[src/rtl/temporizador_regressivo.sv]
// Countdown timer: counts START_VALUE down to 0, one step every TICKS_PER_SEC
// clocks, with start/restart and pause/resume driven by button rising edges.
module temporizador_regressivo #(
    parameter int unsigned TICKS_PER_SEC = 50000000,
    parameter int unsigned START_VALUE   = 9
) (
    input  logic       clk,
    input  logic       rst_n,
    input  logic       start,
    input  logic       pause,
    output logic [6:0] number,
    output logic       running,
    output logic       done
);

    localparam int unsigned PW      = (TICKS_PER_SEC > 2) ? $clog2(TICKS_PER_SEC) : 1;
    localparam int unsigned CW      = 4;
    localparam int unsigned NW      = 7;
    localparam logic [NW-1:0] NUM_ZERO = NW'(10);
    localparam logic [NW-1:0] NUM_DASH = NW'(11);

    typedef enum logic [1:0] {
        S_IDLE,
        S_RUN,
        S_PAUSED,
        S_DONE
    } state_t;

    state_t          state_q, state_d;
    logic [CW-1:0]   count_q, count_d;
    logic [PW-1:0]   presc_q, presc_d;
    logic            start_q, start_d;
    logic            pause_q, pause_d;
    logic [NW-1:0]   number_q, number_d;
    logic            running_q, running_d;
    logic            done_q, done_d;

    logic            start_edge_c;
    logic            pause_edge_c;
    logic            wrap_c;

    // Next-state, counters and registered display outputs
    always_comb begin
        state_d   = state_q;
        count_d   = count_q;
        presc_d   = presc_q;
        start_d   = start;
        pause_d   = pause;
        number_d  = number_q;
        running_d = 1'b0;
        done_d    = 1'b0;

        start_edge_c = start & ~start_q;
        pause_edge_c = pause & ~pause_q;
        wrap_c       = (presc_q == PW'(TICKS_PER_SEC - 1));

        if (start_edge_c) begin
            // A start edge restarts from any state and beats pause and wrap
            state_d = S_RUN;
            count_d = CW'(START_VALUE);
            presc_d = '0;
        end else begin
            case (state_q)
                S_RUN: begin
                    // This cycle counts as run time even if a pause arrives
                    if (wrap_c) begin
                        presc_d = '0;
                        count_d = count_q - CW'(1);
                    end else begin
                        presc_d = presc_q + PW'(1);
                    end
                    if (wrap_c && (count_q == CW'(1))) begin
                        state_d = S_DONE;
                        done_d  = 1'b1;
                    end else if (pause_edge_c) begin
                        state_d = S_PAUSED;
                    end
                end
                S_PAUSED: begin
                    if (pause_edge_c) begin
                        state_d = S_RUN;
                    end
                end
                default: begin
                end
            endcase
        end

        // Display follows the current state/count one cycle later
        running_d = (state_q == S_RUN);
        if (state_q == S_IDLE) begin
            number_d = NUM_DASH;
        end else if (count_q == '0) begin
            number_d = NUM_ZERO;
        end else begin
            number_d = NW'(count_q);
        end
    end

    // State and output registers with synchronous active-low reset
    always_ff @(posedge clk) begin
        if (!rst_n) begin
            state_q   <= S_IDLE;
            count_q   <= '0;
            presc_q   <= '0;
            start_q   <= 1'b0;
            pause_q   <= 1'b0;
            number_q  <= NUM_DASH;
            running_q <= 1'b0;
            done_q    <= 1'b0;
        end else begin
            state_q   <= state_d;
            count_q   <= count_d;
            presc_q   <= presc_d;
            start_q   <= start_d;
            pause_q   <= pause_d;
            number_q  <= number_d;
            running_q <= running_d;
            done_q    <= done_d;
        end
    end

    assign number  = number_q;
    assign running = running_q;
    assign done    = done_q;

endmodule

[config.mk]
export PLATFORM = sky130hd
export DESIGN_NAME = temporizador_regressivo
export DESIGN_NICKNAME = d
export VERILOG_FILES = /design/src/rtl/temporizador_regressivo.sv
export SDC_FILE = /design/constraint.sdc
export NUM_CORES = 1
export LEC_CHECK = 0
export ABC_CLOCK_PERIOD_IN_PS = 2600
export CORE_MARGIN = 4
export CORE_UTILIZATION = 45
export DETAILED_ROUTE_END_ITERATION = 8
export HOLD_SLACK_MARGIN = 0.15
export PLACE_DENSITY = 0.66
export RECOVER_POWER = 100
export SLEW_MARGIN = 40
export SYNTH_ARGS = -nofsm -noshare
export SYNTH_HDL_FRONTEND = slang
export SYNTH_SLANG_ARGS = --single-unit
[constraint.sdc]
create_clock -name clk -period 2.6 [get_ports clk]
set_clock_uncertainty 0.2 [all_clocks]
set_input_delay 0.39 -clock clk [delete_from_list [all_inputs] [get_ports clk]]
set_output_delay 0.39 -clock clk [all_outputs]
set_load 0.02 [all_outputs]
* Yosys cells after proc, flatten, opt, wreduce, memory -nomap -nowiden
Index checks and enable logic that the tools add are counted.
** Cells by class
- Multiply operators :: 0
- Equality and inequality tests :: 8
- Shifts and indexed selects :: 0
- Mux-type cells :: 11
- Order comparisons :: 0
- Divide/modulo/power cells :: 0
- Reduce and logical (&&, ||, !) cells :: 15
- Bitwise operators :: 6
- Add/sub/neg operators :: 2
** Operators by type and width (count)
- adder 26 x 1 -> 26 bit (second input constant) :: 1
- equality test 26 bit (second input constant) :: 1
- 2-to-1 mux 26 bit :: 1
- 2-to-1 mux 4 bit :: 3
- 2-to-1 mux 2 bit :: 3
- AND reduction 3 bit :: 2
- nonzero test 2 bit :: 3
- OR reduction 3 bit :: 2
- equality test 4 x 1 -> 1 bit (second input constant) :: 1
- logical NOT 4 bit :: 1
- != test 4 x 1 -> 1 bit (second input constant) :: 1
- NOT 1 bit :: 4
- case mux 2 bit (2 select lines) :: 1
- AND reduction 2 bit :: 2
- OR reduction 2 bit :: 2
- subtractor 4 x 1 -> 4 bit (second input constant) :: 1
- 2-to-1 mux 1 bit :: 3
- != test 3 x 1 -> 1 bit (second input constant) :: 1
- != test 3 bit (second input constant) :: 1
- nonzero test 3 bit :: 1
- AND 1 bit :: 2
- equality test 2 x 1 -> 1 bit (second input constant) :: 1
- equality test 2 bit (second input constant) :: 1
- logical NOT 2 bit :: 1
- 2 further kinds :: 2
** Word-level totals
- Output and inout bits :: 9
- Bits in read-only memories :: 0
- Register bits after elaboration :: 43
- Bits in latches :: 0
- Memories kept :: 0
- Bits of input ports :: 4
- Memory bits (writable) :: 0

* Depth between registers and ports, before layout
- Depth after elaboration :: 6
- Gate-level depth with buffers :: 7

* Worst setup path before layout
Ideal clock, no wire load.
- Path type :: flip-flop to flip-flop
- Start :: reg presc_q[11]
- End :: reg state_q[1]
- Setup time :: 88 ps
- Period minus slack after synthesis :: 2467 ps
- Slack :: 133 ps
- Stages on the path, launching flop included :: 6
- Arrival time :: 2179 ps
- Data required time :: 2312 ps
- Buffers on the path :: 1
- Path through :: dfxtp_1 buf_6 or4_1 or4_4 or4_4 a311oi_2
** On the way
- Word-level cells in the longest chain between the ends :: 4
** Ends and longest elaborated chain
- start, declared :: RTL line 31 : logic [PW-1:0] presc_q, presc_d;
- start signal, assigned :: RTL line 114 : presc_q <= presc_d;
- equality test 26 bit (*) :: RTL line 55 : wrap_c = (presc_q == PW'(TICKS_PER_SEC - 1));
- logical AND 1 bit (*) :: RTL line 72 : if (wrap_c && (count_q == CW'(1))) begin
- != test 3 x 1 -> 1 bit (no source line) / 2-to-1 mux 2 bit (equally long branches)
- AND reduction 3 bit (no source line) / case mux 2 bit (2 select lines) (equally long branches)
- end signal, assigned :: RTL line 112 : state_q <= state_d;
- end, declared :: RTL line 29 : state_t state_q, state_d;
Mark *: on every way between the ends. The rest lies on a longest branch, timed or not.
A chain may end at the register's enable or synchronous reset.

* Worst setup path in the final report
- Start :: reg presc_q[10]
- End :: reg state_q[1]
The elaborated chain is that of the path after synthesis.

==> results by group <==
Outcome
  – Status: finished clean

Setup path
  – Critical path arrival: 2.49 ns
  – Data required, critical path: 2.60 ns
  – R2r setup slk: 0.10 ns
  – Reg-to-Reg Start: presc_q[10]$_SDFFE_PP0P_
  – CP Max Fanout: 4
  – Reg2Reg Capture Point: state_q[1]$_SDFFE_PP0P_
  – Crit path capture type: flip-flop
  – WS Path Type: flip-flop to flip-flop
  – Crit start category: flip-flop
  – R2r worst-path depth: 4

Yosys
  – Commonest cells in the netlist: 40 x dfxtp_1, 21 x a21oi_1, 19 x nand2_1
  – Ranking of synthesized cells by area: dfxtp_1 41%, a21oi_1 5.3%, nand4_1 4.1%
  – Unique cell type count in the Yosys netlist: 40
  – Synth Register Bits: 40
  – Area share of xor/xnor cells in the synthesized design: under 10%
  – Post-synthesis simple-gate area fraction: between 20 and 30%
  – Ys flop type: dfxtp_1
  – Syn Inst Count: between 200 and 250
  – Avg Cell Area, Syn: 8.30 sq um
  – Post-synthesis mux area share: 0%
  – Post-synthesis async set-or-reset flop share: 0%
  – Most area-hungry cell type in the Yosys netlist: dfxtp_1
  – Top-count cell post-synth: dfxtp_1
  – Synthesized area: about 2000 sq um
  – Adder-cell share of the synthesized area: 3.81%
  – Largest family of logic cells by synthesized area: simple AND/OR/NAND/NOR gates
  – Number of flops mapped to enable cells by yosys: 0
  – Post-synthesis compound-gate area fraction: 15.7%
  – Sequential fraction of the synthesis area: 40.7%
  – Ys Warns: 0
  – Top-area cell type share of the netlist area: 40.7%

Timing
  – Final Max Slew Viols: 0
  – Setup TNS: 0 ns
  – Final hold slack: roughly 0.29 ns
  – Min cycle time layout: 2.50 ns
  – Worst Slack Setup Final: 0.104 ns
  – Slew headroom: 62.1%
  – Final setup vio count: 0
  – RSZ-0062 raised after global routing: false
  – Worst slew pin tran: 0.563 ns
  – Fmax: 401 MHz
  – Part of the cycle the worst path needs: a little over nine tenths
  – Hold Fails Final Rpt: 0

Route
  – Drc violations: 0
  – WL final: 3.99 mm
  – DR vias/cell: 5.56
  – 1st-iter DRT viols: 155
  – DRT Pass-1 Iters: 4
  – Detail Route Antenna Nets: 0
  – DR vias: 1690
  – Routed WL per cell: 13.1 um

GRT
  – Vias in the first global route: 1546
  – First-pass GRT wire length: 7.02 mm
  – Remaining global-route overflow: 0
  – Antenna violations before repair: 0
  – Pin count of the biggest net entering global routing: 22
  – Total GRT Usage: 16.4%

Die
  – Die H: 74.1 um
  – Die width: 74.1 um
  – Row count: 23
  – # IOs: 13
  – Core area: slightly above 4000 sq um
  – Die Footprint: between 5000 and 6000 sq um
  – Initial Util: a little under half

Clock network
  – Max Root-Sink Buffers: 2
  – Worst-Skew Late Latency: 0.28 ns
  – Total CTS buffers: 5
  – TritonCTS clock tree: built
  – CTS root buffer: clkbuf_8
  – Post-CTS setup buffer count: 0
  – CTS H-Tree Depth: 2
  – CTS Sinks: 40
  – Clock slew at reported path FFs: 0.07 ns
  – Hold-fix buffers at CTS: 0
  – Post-CTS sizing: 0

Final layout
  – Layout cells sized above 1: 8.27%
  – Nets@finish: between 200 and 300
  – Layout fillers: 393
  – Ant. Diodes: 0
  – Post-route insts no fill: slightly above 300
  – Fin area: approximately 2200 sq um
  – Syn-to-layout area delta: 13.9%
  – Final Util: a little over half

Place
  – Placed Instance Area: 2150 sq um
  – Port buffer count: 9
  – Cell total after placement: 297
  – HPWL Detailed: 2.86 mm
  – Gpl congestion: just under 0.9
  – Post-Place Worst Slack: 0.160 ns

Job
  – Max-cap violations: 0

Min path
  – Hold Path Depth: 2
  – Hold path endpoint: presc_q[25]$_SDFFE_PP0P_
  – Hold crit path type: flip-flop to flip-flop
  – Worst Hold Launch: presc_q[25]$_SDFFE_PP0P_

Pwr
  – VDD IR max: 0.489 mV
  – Power Total: about 1.2 mW
  – Static Leakage: 0.751 nW
  – Pwr dens: 533 nW/um^2
==> logic make-up (layout without fill, tap and decap cells) <==
| logic type | count (synthesis) | in the layout |
|---|---|---|
| buffers and inverters | 23 | 38 |
| xor gates and xnor gates | 10 | 10 |
| and+or+nand+nor | 106 | 106 |
| other | 1 | 3 |
| adders and majority gates | 6 | 6 |
| AOI/OAI and AO/OA | 51 | 51 |
| DFF | 40 | 40 |
==> area by class of cell <==
class,count,area [sq um],area share (%)
inverters,12,45.0,2.01
repair buffers,19,174,7.76
flip-flops and latches,40,801,35.7
well taps,50,62.6,2.79
clock buffers,7,96.3,4.30
multi-input cells,176,1060,47.4
==> worst max path at each step <==
stage	to	startpoint	cells past startpoint
finish	state_q[1]$_SDFFE_PP0P_	presc_q[10]$_SDFFE_PP0P_	4
global route	state_q[1]$_SDFFE_PP0P_	presc_q[10]$_SDFFE_PP0P_	4
CTS	state_q[1]$_SDFFE_PP0P_	presc_q[10]$_SDFFE_PP0P_	4
detailed placement	state_q[1]$_SDFFE_PP0P_	presc_q[10]$_SDFFE_PP0P_	4
global placement	state_q[1]$_SDFFE_PP0P_	presc_q[10]$_SDFFE_PP0P_	4
floorplan	state_q[1]$_SDFFE_PP0P_	presc_q[11]$_SDFFE_PP0P_	5
==> routing by layer <==
metal	track usage [%]	up-vias	share of wire (%)
met5	0	-	0
met4	6.84	0	1.4
met3	3.65	6	5.1
met2	24.9	34	43
met1	22.5	765	50
li1	-	885	-
==> report_power, final <==
| group | total, mW | leakage (nW) | internal, mW | switching (mW) |
|---|---|---|---|---|
| clock | 0.431 | 0.0503 | 0.236 | 0.195 |
| sequential | 0.640 | 0.324 | 0.630 | 0.0107 |
| combinational | 0.124 | 0.377 | 0.0494 | 0.0746 |
| total | 1.20 | 0.751 | 0.915 | 0.280 |
==> cells in the final DEF, fill, tap and decap left out, types with 4 or more instances in the layout <==
master and instances:
or4_1 9, xor2_1 7, dfxtp_1 40, and3_1 4, nand3_1 9, nand4_1 13, inv_1 12, clkbuf_8 7
buf_4 8, o21ai_0 14, or3_1 10, a21oi_1 21, nor3_1 6, dlygate4sd3_1 7, nand2_1 19, nor2_1 18
ha_1 6, o31ai_1 5
==> critical path: stages, from the launching register on <==
cell      delay [ns]
dfxtp_1         0.33
or4_1           0.52
or4_4           0.53
or4_1           0.58
a311oi_2        0.25
==> registers in the layout, summed over array words and instances (netlist names) <==
register  flops
number        4
running       1
state_q       2
done          1
start_q       1
pause_q       1
presc_q      26
count_q       4
(Power assumes the default switching activity.)
